**src/rtl/pipeline_sink_if.sv**
```systemverilog
// pipeline_sink_if: request/handshake bundle between the pipeline, pipeline_sink and the
// downstream consumer.
//   master : pipeline + consumer side (drives pipe_*, out_ready; observes stall, out_*)
//   slave  : pipeline_sink side
// Optional: PIPELINE_SINK_FLUSH_BY_ID_EN adds pipe_flush_id.

`ifndef ADDRESS_WIDTH
`define ADDRESS_WIDTH 32
`endif
`ifndef ID_WIDTH
`define ID_WIDTH 8
`endif

interface pipeline_sink_if;
   logic [`ADDRESS_WIDTH-1:0] pipe_address;
   logic [`ID_WIDTH-1:0]      pipe_id;
   logic                      pipe_valid;
   logic                      pipe_flush;
`ifdef PIPELINE_SINK_FLUSH_BY_ID_EN
   logic [`ID_WIDTH-1:0]      pipe_flush_id;
`endif
   logic                      stall;
   logic [`ADDRESS_WIDTH-1:0] out_address;
   logic [`ID_WIDTH-1:0]      out_id;
   logic                      out_valid;
   logic                      out_ready;

   modport master (
      output pipe_address, pipe_id, pipe_valid, pipe_flush,
`ifdef PIPELINE_SINK_FLUSH_BY_ID_EN
      output pipe_flush_id,
`endif
      output out_ready,
      input  stall, out_address, out_id, out_valid
   );

   modport slave (
      input  pipe_address, pipe_id, pipe_valid, pipe_flush,
`ifdef PIPELINE_SINK_FLUSH_BY_ID_EN
      input  pipe_flush_id,
`endif
      input  out_ready,
      output stall, out_address, out_id, out_valid
   );
endinterface

```
**src/rtl/pipeline_sink.sv**
```systemverilog
// pipeline_sink: receiving end of the request pipeline. Accepted requests are buffered in a
// FIFO and offered downstream over valid/ready; a registered stall freezes the pipeline
// before the FIFO can overflow. Flushes discard queued requests and are counted.
//
// Ports:
//   clk, reset  : clock, asynchronous active-low reset
//   bus (slave) : pipe_address/pipe_id/pipe_valid/pipe_flush in, stall out,
//                 out_address/out_id/out_valid out, out_ready in
//   flush_done  : one-cycle pulse the cycle after a flush
//   level       : FIFO occupancy (live and dead entries)
//   drop_count  : saturating count of requests discarded by flushes
//
// Optional feature macro: PIPELINE_SINK_FLUSH_BY_ID_EN
//   undefined : a flush empties the whole FIFO (except a same-cycle pop)
//   defined   : a flush kills only entries whose id matches pipe_flush_id; dead entries
//               retire from the head one per cycle with out_valid low

`ifndef ADDRESS_WIDTH
`define ADDRESS_WIDTH 32
`endif
`ifndef ID_WIDTH
`define ID_WIDTH 8
`endif

module pipeline_sink #(
   parameter int unsigned FIFO_DEPTH   = 8,
   parameter int unsigned STALL_THRESH = 6
) (
   input  logic                        clk,
   input  logic                        reset,
   pipeline_sink_if.slave              bus,
   output logic                        flush_done,
   output logic [$clog2(FIFO_DEPTH):0] level,
   output logic [15:0]                 drop_count
);

   localparam int unsigned IDX_W = $clog2(FIFO_DEPTH);
   localparam int unsigned PTR_W = IDX_W + 1;
   localparam int unsigned CNT_W = PTR_W + 1;
   localparam int unsigned AW    = `ADDRESS_WIDTH;
   localparam int unsigned IW    = `ID_WIDTH;

   logic [AW-1:0]    addr_mem_q [FIFO_DEPTH];
   logic [IW-1:0]    id_mem_q   [FIFO_DEPTH];
   logic [PTR_W-1:0] wr_ptr_q, wr_ptr_d;
   logic [PTR_W-1:0] rd_ptr_q, rd_ptr_d;
   logic [PTR_W-1:0] level_d;
   logic             stall_q, stall_d;
   logic             flush_done_q;
   logic [15:0]      drop_q, drop_d;
   logic [16:0]      drop_sum;
   logic [CNT_W-1:0] kill_count;
   logic [IDX_W-1:0] head_idx, tail_idx;
   logic             empty, head_live, accept, pop, advance;

   assign head_idx = rd_ptr_q[IDX_W-1:0];
   assign tail_idx = wr_ptr_q[IDX_W-1:0];
   assign empty    = (wr_ptr_q == rd_ptr_q);
   assign level    = wr_ptr_q - rd_ptr_q;
   assign accept   = bus.pipe_valid & ~stall_q;
   assign pop      = head_live & bus.out_ready;

`ifdef PIPELINE_SINK_FLUSH_BY_ID_EN
   logic [FIFO_DEPTH-1:0] live_q, live_d;
   logic [IDX_W-1:0]      offset;

   assign head_live = ~empty & live_q[head_idx];
   // A dead head retires on its own; it never coincides with a pop.
   assign advance   = pop | (~empty & ~live_q[head_idx]);

   always_comb begin
      live_d     = live_q;
      kill_count = '0;
      offset     = '0;
      if (accept) live_d[tail_idx] = 1'b1;
      if (bus.pipe_flush) begin
         for (int i = 0; i < FIFO_DEPTH; i++) begin
            // Distance from the head decides whether slot i currently holds an entry.
            offset = IDX_W'(i) - head_idx;
            if (({1'b0, offset} < level) && live_q[i] &&
                (id_mem_q[i] == bus.pipe_flush_id) &&
                !(pop && (IDX_W'(i) == head_idx))) begin
               live_d[i]  = 1'b0;
               kill_count = kill_count + CNT_W'(1);
            end
         end
         if (accept && (bus.pipe_id == bus.pipe_flush_id)) begin
            live_d[tail_idx] = 1'b0;
            kill_count       = kill_count + CNT_W'(1);
         end
      end
   end
`else
   assign head_live  = ~empty;
   assign advance    = pop;
   // Everything present except the popped head, plus a same-cycle accept, is discarded.
   assign kill_count = bus.pipe_flush ? ({1'b0, level} - CNT_W'(pop) + CNT_W'(accept)) : '0;
`endif

   always_comb begin
      wr_ptr_d = wr_ptr_q + PTR_W'(accept);
      rd_ptr_d = rd_ptr_q + PTR_W'(advance);
`ifndef PIPELINE_SINK_FLUSH_BY_ID_EN
      if (bus.pipe_flush) begin
         wr_ptr_d = wr_ptr_q;
         rd_ptr_d = wr_ptr_q;
      end
`endif
      level_d  = wr_ptr_d - rd_ptr_d;
      stall_d  = (level_d >= PTR_W'(STALL_THRESH));
      drop_sum = {1'b0, drop_q} + 17'(kill_count);
      drop_d   = drop_sum[16] ? 16'hFFFF : drop_sum[15:0];
   end

   always_ff @(posedge clk or negedge reset) begin
      if (!reset) begin
         for (int i = 0; i < FIFO_DEPTH; i++) begin
            addr_mem_q[i] <= '0;
            id_mem_q[i]   <= '0;
         end
         wr_ptr_q     <= '0;
         rd_ptr_q     <= '0;
         stall_q      <= 1'b0;
         flush_done_q <= 1'b0;
         drop_q       <= '0;
`ifdef PIPELINE_SINK_FLUSH_BY_ID_EN
         live_q       <= '0;
`endif
      end else begin
         if (accept) begin
            addr_mem_q[tail_idx] <= bus.pipe_address;
            id_mem_q[tail_idx]   <= bus.pipe_id;
         end
         wr_ptr_q     <= wr_ptr_d;
         rd_ptr_q     <= rd_ptr_d;
         stall_q      <= stall_d;
         flush_done_q <= bus.pipe_flush;
         drop_q       <= drop_d;
`ifdef PIPELINE_SINK_FLUSH_BY_ID_EN
         live_q       <= live_d;
`endif
      end
   end

   assign bus.stall       = stall_q;
   assign bus.out_valid   = head_live;
   assign bus.out_address = addr_mem_q[head_idx];
   assign bus.out_id      = id_mem_q[head_idx];
   assign flush_done      = flush_done_q;
   assign drop_count      = drop_q;

endmodule

```
**src/flat_wrapper.sv**
```systemverilog
// flat-port wrapper written by rule: the top's interface ports become plain ports
module pipeline_sink_flat 
#(
   parameter int unsigned FIFO_DEPTH   = 8,
   parameter int unsigned STALL_THRESH = 6
)
  (clk, reset, flush_done, level, drop_count, bus_pipe_address, bus_pipe_id, bus_pipe_valid, bus_pipe_flush, bus_out_ready, bus_stall, bus_out_address, bus_out_id, bus_out_valid);
  pipeline_sink_if bus_i ();
  input  logic clk;
  input  logic reset;
  output logic flush_done;
  output logic [$clog2(FIFO_DEPTH):0] level;
  output logic [15:0] drop_count;
  input wire logic [$bits(bus_i.pipe_address)-1:0] bus_pipe_address;
  input wire logic [$bits(bus_i.pipe_id)-1:0] bus_pipe_id;
  input wire logic [$bits(bus_i.pipe_valid)-1:0] bus_pipe_valid;
  input wire logic [$bits(bus_i.pipe_flush)-1:0] bus_pipe_flush;
  input wire logic [$bits(bus_i.out_ready)-1:0] bus_out_ready;
  output wire logic [$bits(bus_i.stall)-1:0] bus_stall;
  output wire logic [$bits(bus_i.out_address)-1:0] bus_out_address;
  output wire logic [$bits(bus_i.out_id)-1:0] bus_out_id;
  output wire logic [$bits(bus_i.out_valid)-1:0] bus_out_valid;
  assign bus_i.pipe_address = bus_pipe_address;
  assign bus_i.pipe_id = bus_pipe_id;
  assign bus_i.pipe_valid = bus_pipe_valid;
  assign bus_i.pipe_flush = bus_pipe_flush;
  assign bus_i.out_ready = bus_out_ready;
  assign bus_stall = bus_i.stall;
  assign bus_out_address = bus_i.out_address;
  assign bus_out_id = bus_i.out_id;
  assign bus_out_valid = bus_i.out_valid;
  pipeline_sink #(.FIFO_DEPTH(FIFO_DEPTH), .STALL_THRESH(STALL_THRESH)) u_core (.clk(clk), .reset(reset), .bus(bus_i), .flush_done(flush_done), .level(level), .drop_count(drop_count));
endmodule
```
**config.mk**
```make
export PLATFORM = sky130hd
export DESIGN_NAME = pipeline_sink_flat
export DESIGN_NICKNAME = d
export VERILOG_FILES = /design/src/rtl/pipeline_sink_if.sv /design/src/rtl/pipeline_sink.sv /design/src/flat_wrapper.sv
export SDC_FILE = /design/constraint.sdc
export NUM_CORES = 1
export LEC_CHECK = 0
export ABC_AREA = 1
export CAP_MARGIN = 20
export CORE_MARGIN = 2
export CORE_UTILIZATION = 50
export CTS_BUF_LIST = sky130_fd_sc_hd__clkbuf_4
export DETAILED_ROUTE_END_ITERATION = 16
export GPL_ROUTABILITY_DRIVEN = 0
export PLACE_DENSITY = 0.69
export SYNTH_ARGS = -nofsm -noshare
export SYNTH_HDL_FRONTEND = slang
export SYNTH_SLANG_ARGS = --single-unit
```
**constraint.sdc**
```tcl
create_clock -name clk -period 4.6 [get_ports clk]
set_input_delay 0.69 -clock clk [delete_from_list [all_inputs] [get_ports clk]]
set_output_delay 0.69 -clock clk [all_outputs]
set_load 0.01 [all_outputs]
```
==> reports/qor.csv, run 1 <==
stage,metric,value,unit
sta,skew,0.0433,ns
drt,drtIter0Drc,1238,
synth,postSynthAreaPerCell,8.06,sq um
sta,period_share,90.6,%
finish,area_growth,15.9,%
hold_path,min_path_type,flop to flop,
clock_network,clock_sinks,346,
place,dp_hpwl,23700,um
floorplanning,boundaryPins,108,
worst_setup_path,crit_chain,"buf_12, clkinv_2, buf_4, o21ai_0, o22ai_1, nand2_1, nand2_1, clkdlybuf4s50_1",
clock_network,cts_made_buffers,94,
drt,postRouteWirelength,42000,um
drt,dr.pass1.iters,5,
drt,route.detailed.drc,0,
global_routing,grt_pass1_vias,13300,
global_routing,use_met2,40.6,%
outcome,status,"complete, no violations",
sta,fin_ws,0.431,ns
power,power_density,759,nW/um^2
worst_setup_path,startpoint_type,flop,
drt,via_per_inst,5.43,
floorplanning,die_h,183,um
sta,worstMarginPinSlew,0.915,ns
global_routing,met1_usage,35.3,%
flow_run,maxCapViolCount,0,
synth,syn-num-nets,2066,
global_routing,grt_first_pass_wirelength,68900,um
worst_setup_path,rr_worst_depth,22,
clock_network,root_buffer,clkbuf_4,
worst_setup_path,cp_slowest_cell,buf_12,
finish,final_core_util,59.0,%
sta,fin_tns_setup,0,ns
worst_setup_path,worst_ep_arrival_time,3.48,ns
floorplanning,initial_core_util,50.9,%
finish,n_fill_cell,2867,
finish,final_common_cell,nand2_1,
drt,vias,13900,
sta,rsz0062_at_grt,false,
finish,layout_common_cells,"nand2_1 (488), o21ai_0 (472), dfrtp_1 (343)",
finish,finalInstanceArea,18700,sq um
worst_setup_path,r2r_end,u_core.drop_count[9],
global_routing,grt_overflow,0,
worst_setup_path,crit_path_max_fanout,202,
global_routing,grtUsageMet3,4.58,%
worst_setup_path,slowest_delay,0.53,ns
drt,ant_nets,0,
sta,hold_viol,0,
synth,synth_cell_types,29,
worst_setup_path,cp.required,3.91,ns
floorplanning,die_x,183,um
clock_network,cts_tree,done,
floorplanning,num_rows,65,
worst_setup_path,worstReg2RegStart,u_core.wr_ptr_q[1],
sta,final_max_slew_viol_count,0,
worst_setup_path,endpoint_kind,primary output,
global_routing,top_usage_layer,met2,
place,io_buffers,107,
synth,ys_seq_area_share,53.8,%
hold_path,whs_endpoint,u_core.id_mem_q[29],
global_routing,grt.total_usage,25.6,%
synth,synth_warnings,0,
power,ir_drop,0.000489,V
sta,setup_violations,0,
synth,syn-cell-area,16100,sq um
sta,slew_headroom,39.0,%
drt,wire_per_inst,16.4,um
finish,final_nets,2166,
hold_path,worst_hold_path.num_cells,2,
clock_network,htreeDepth,3,
place,dpl_cell_area,17500,sq um
clock_network,clkLatencyLatePin,0.76,ns
sta,period_needed,4.17,ns
worst_setup_path,r2r_slack,0.53,ns
hold_path,min-delay-start,u_core.id_mem_q[29],
synth,synthCells,1997,
sta,timing.fmax,0.240,GHz
worst_setup_path,cpMostUsedCell,nand2_1,
finish,layout-drive-gt1-share,9.02,%
worst_setup_path,critPathBufInv,4,
global_routing,grt_start_max_net_pins,203,
clock_network,clkTransAtPathRegs,0.07,ns
synth,synth-seq-cells,346,
global_routing,antenna_found_initial,3,
worst_setup_path,crit_family,buffers and inverters,
floorplanning,dieArea,33700,sq um
clock_network,cts_max_path_buffers,3,
worst_setup_path,crit_type,flop to primary output,
place,post-place-ws,0.362,ns
floorplanning,coreArea,31600,sq um
power,p_leak,8.93,nW
## power breakdown
| part | internal, mW | switching [mW] |
|---|---|---|
| Sequential | 4.29 | 0.627 |
| Combinational | 2.65 | 3.89 |
| Clock | 1.49 | 1.23 |
## final cells by class
cell class	instances	area, sq um	area share (%)
Clock inverter	13	76.3	0.409
Clock buffer	147	1100	5.91
Antenna cell	3	7.51	0.0402
Sequential cell	346	8670	46.4
Timing Repair Buffer	133	1350	7.25
Inverter	142	534	2.86
Tap cell	402	503	2.70
Multi-Input combinational cell	1380	6420	34.4
## how the worst max path moves through the flow
| stage | from | slack [ns] | cells past startpoint | end |
|---|---|---|---|---|
| global route | u_core.wr_ptr_q[1] | 0.14 | 22 | u_core.drop_count[2] |
| detailed placement | bus_out_ready | 0.36 | 19 | u_core.drop_count[9] |
| CTS | u_core.rd_ptr_q[1] | 0.18 | 7 | bus_out_address[30] |
| global placement | bus_out_ready | 0.49 | 19 | u_core.drop_count[15] |
| floorplan | u_core.rd_ptr_q[2] | 0.55 | 26 | u_core.drop_count[5] |
| finish | u_core.rd_ptr_q[0] | 0.43 | 8 | bus_out_address[12] |
## what timing repair did
action | 4_1_cts | 5_1_grt
hold buffers | 1 | 0
hold endpoints to repair | 87 | 0
setup buffers | 0 | 0
resized for setup | 0 | 2
endpoints found under the setup margin | 0 | 10
## cell usage after synthesis
master | count | area share, %
xnor2_1 | 3 | 0.16
clkbuf_1 | 91 | 2.1
o22ai_1 | 40 | 1.6
dfrtp_1 | 346 | 54
nor2_1 | 184 | 4.3
nor3_4 | 2 | 0.20
a21oi_1 | 87 | 2.7
nand4_1 | 3 | 0.12
inv_2 | 1 | 0.023
o21ai_0 | 472 | 15
nand2_2 | 1 | 0.039
o21bai_1 | 1 | 0.047
fa_1 | 4 | 0.50
nor3_2 | 1 | 0.062
nand3_1 | 46 | 1.4
or2_2 | 1 | 0.039
o21ai_1 | 12 | 0.37
and2_1 | 2 | 0.078
nor3_1 | 4 | 0.12
nor2_2 | 1 | 0.039
nand3b_1 | 1 | 0.047
clkbuf_2 | 1 | 0.031
inv_1 | 141 | 3.3
xor2_1 | 3 | 0.16
buf_4 | 1 | 0.047
buf_1 | 7 | 0.16
ha_1 | 20 | 1.6
buf_2 | 29 | 0.90
nand2_1 | 492 | 11
## flip-flops by register name (all words and copies together), names as in the netlist
register,count
u_core.rd_ptr_q,4
u_core.addr_mem_q,256
u_core.bus.stall,1
u_core.flush_done,1
u_core.id_mem_q,64
u_core.drop_count,16
u_core.wr_ptr_q,4
## per-stage QoR
stage	hold slack [ns]	power, mW	instances
finish	0.479	14.2	2566
global route	0.500	15.4	2566
detailed placement	0.467	11.5	2402
floorplan	0.394	9.11	1997
CTS	0.482	14.2	2563
global placement	0.460	11.3	2402
## cells by family (layout without fill, tap and decap cells)
| family | Yosys count | after routing | synth area share, % |
|---|---|---|---|
| XOR/XNOR | 6 | 6 | 0.326 |
| AND/OR/NAND/NOR | 738 | 738 | 17.9 |
| flip-flops | 346 | 346 | 53.8 |
| other | 0 | 3 | 0 |
| buffers and inverters | 271 | 435 | 6.57 |
| AO/OA/AOI/OAI | 612 | 612 | 19.3 |
| adder cells (fa/ha/maj) | 24 | 24 | 2.05 |
## tightest hold or removal path: cells and delay by family, from the launching register on
kind	cells	cell delay (ns)
AOI/OAI and AO/OA	1	0.05
DFF	1	0.34
and+or+nand+nor	1	0.05
## metal layers
metal / vias up / part of all wire [%]
met4: 0 / 2.3
met2: 374 / 47
li1: 6789 / -
met5: - / 0
met3: 78 / 4.6
met1: 6683 / 46
Note: power is estimated with default switching activity, not from simulation.
==> inputs of run 2 (changes only) <==
--- a/config.mk
+++ b/config.mk
@@ -11,8 +11,8 @@
 export CORE_UTILIZATION = 50
 export CTS_BUF_LIST = sky130_fd_sc_hd__clkbuf_4
 export DETAILED_ROUTE_END_ITERATION = 16
+export DONT_BUFFER_PORTS = 1
 export GPL_ROUTABILITY_DRIVEN = 0
-export PLACE_DENSITY = 0.69
 export SYNTH_ARGS = -nofsm -noshare
 export SYNTH_HDL_FRONTEND = slang
 export SYNTH_SLANG_ARGS = --single-unit
==> run 2 against run 1 <==
Compared with the run above:
- combinational power down 14%
- power is 6.5% lower
- final cell count down 3.7%
- worst setup slack better by 0.18 ns
- register-to-register slack gained 0.08 ns
- the flow now finishes with violations (negative hold slack)
- clock skew shrank 0.0050 ns
==> reports/qor.csv, run 2 (synthesized netlist as in run 1, its figures left out) <==
stage,metric,value,unit
drt,dr.pass1.iters,5,
worst_setup_path,worst_ep_arrival_time,4.66,ns
power,p_leak,8.53,nW
global_routing,grt_pass1_vias,13400,
clock_network,cts_tree,done,
finish,area_growth,9.80,%
floorplanning,die_x,183,um
sta,period_needed,3.99,ns
finish,finalInstanceArea,17700,sq um
drt,route.detailed.drc,0,
finish,final_common_cell,nand2_1,
sta,slew_headroom,36.8,%
finish,layout_common_cells,"nand2_1 (488), o21ai_0 (472), dfrtp_1 (343)",
place,dp_hpwl,23200,um
clock_network,root_buffer,clkbuf_4,
sta,period_share,86.8,%
sta,timing.fmax,0.250,GHz
floorplanning,boundaryPins,108,
place,dpl.cell_count,2289,
floorplanning,coreArea,31600,sq um
sta,hold_viol,346,
finish,layout-drive-gt1-share,9.24,%
clock_network,clkLatencyLatePin,0.76,ns
worst_setup_path,r2r_end,u_core.drop_count[14],
sta,hold_slack,-0.363,ns
power,power_density,749,nW/um^2
floorplanning,die_h,183,um
power,power.total,13.2,mW
sta,skew,0.0383,ns
sta,setup_violations,0,
power,ir_drop,0.000496,V
finish,regArea,8670,sq um
outcome,violations,negative hold slack,
finish,instances_no_fill,2470,
hold_path,min_path_type,input port to async pin,
drt,vias,13500,
worst_setup_path,r2r_slack,0.61,ns
floorplanning,initial_core_util,50.9,%
clock_network,hold_buffers,15,
worst_setup_path,crit_path_max_fanout,15,
global_routing,grt_overflow,0,
global_routing,grt.total_usage,25.8,%
global_routing,grt_start_max_net_pins,347,
drt,ant_nets,0,
worst_setup_path,crit_type,flop to flop,
flow_run,maxCapViolCount,0,
sta,rsz0062_at_grt,false,
worst_setup_path,endpoint_kind,flop,
worst_setup_path,startpoint_type,flop,
global_routing,antenna_found_initial,2,
clock_network,clkTransAtPathRegs,0.07,ns
finish,n_fill_cell,3064,
floorplanning,dieArea,33700,sq um
outcome,status,"finished, violations left",
worst_setup_path,cp.required,5.26,ns
clock_network,cts_made_buffers,93,
sta,worstMarginPinSlew,0.945,ns
drt,wire_per_inst,16.9,um
finish,final_nets,2068,
drt,postRouteWirelength,41900,um
global_routing,grt_first_pass_wirelength,69300,um
clock_network,htreeDepth,3,
finish,largest_reg_flops,256,
clock_network,cts_max_path_buffers,3,
sta,fin_tns_setup,0,ns
drt,drtIter0Drc,1015,
worst_setup_path,worstReg2RegStart,u_core.wr_ptr_q[2],
drt,via_per_inst,5.46,
place,dpl_cell_area,16300,sq um
clock_network,cts_setup_buffers,0,
floorplanning,num_rows,65,
finish,regMostFlops,u_core.addr_mem_q,
finish,multiInputGateArea,6410,sq um
worst_setup_path,rr_worst_depth,22,
clock_network,clock_sinks,346,
sta,final_max_slew_viol_count,0,
place,io_buffers,0,
-- run 2: cell types whose count changed in the layout (fill, tap and decap cells not counted), sizes merged --
cell           delta
buf               -6
bufinv            -1
clkbuf            +1
clkdlybuf4s50   -106
clkinvlp          +1
diode             -1
dlygate4sd3      +14
inv               +2
-- run 2: layout make-up --
cell class	instances	area share [%]
Sequential cell	346	49.0
Multi-Input combinational cell	1380	36.3
Clock buffer	147	6.24
Inverter	142	3.03
Tap cell	402	2.84
Timing Repair Buffer	36	2.24
Clock inverter	15	0.340
Antenna cell	2	0.0283
-- run 2: through the flow --
step	util, %	hold slack (ns)	worst slack [ns]
final	55.9	-0.363	0.607
after global routing	55.9	-0.446	0.202
after CTS	55.7	-0.442	0.392
after detailed placement	51.5	0.404	0.405
after global placement	51.5	0.402	0.562
after floorplan	-	0.394	0.547
-- run 2: where the power goes --
part / total [mW] / internal (mW) / switching (mW)
sequential: 4.94 / 4.29 / 0.656
clock: 2.70 / 1.43 / 1.27
combinational: 5.59 / 1.93 / 3.66
total: 13.2 / 7.65 / 5.59
-- run 2: layer usage --
metal	GRT usage (%)	up-vias	part of all wire (%)
met5	0	-	0
met4	9.22	0	2.3
met3	6.20	77	6.3
met2	41.4	368	46
met1	34.5	6450	45
li1	-	6580	-
-- run 2: how the worst max path moves through the flow --
stage                       startpoint                    end  slack, ns
CTS                 u_core.wr_ptr_q[2]  u_core.drop_count[15]       0.39
finish              u_core.wr_ptr_q[2]  u_core.drop_count[14]       0.61
global placement    u_core.wr_ptr_q[2]   u_core.drop_count[9]       0.56
global route        u_core.wr_ptr_q[2]  u_core.drop_count[15]       0.20
floorplan           u_core.rd_ptr_q[2]   u_core.drop_count[5]       0.55
detailed placement  u_core.wr_ptr_q[2]  u_core.drop_count[14]       0.40
-- run 2: critical path: stages, from the launching register on --
cell and delay, ns:
dfrtp_1 0.50, ha_1 0.38, nand2_1 0.06, inv_1 0.07, nand3_1 0.10, and2_1 0.18
ha_1 0.27, inv_1 0.04, ha_1 0.21, fa_1 0.40, nand2_1 0.08, inv_1 0.05
nor2_1 0.08, o21bai_1 0.08, nor2_1 0.10, nor2_1 0.05, ha_1 0.34, nand2_1 0.10
nor2_1 0.14, nand2_1 0.09, nand2_1 0.10, nand3_2 0.28, nand3_1 0.19
-- run 2: timing repair --
item                       CTS  global route
hold endpoints to repair   361           346
resized for setup            0             1
setup endpoints to repair    0             5
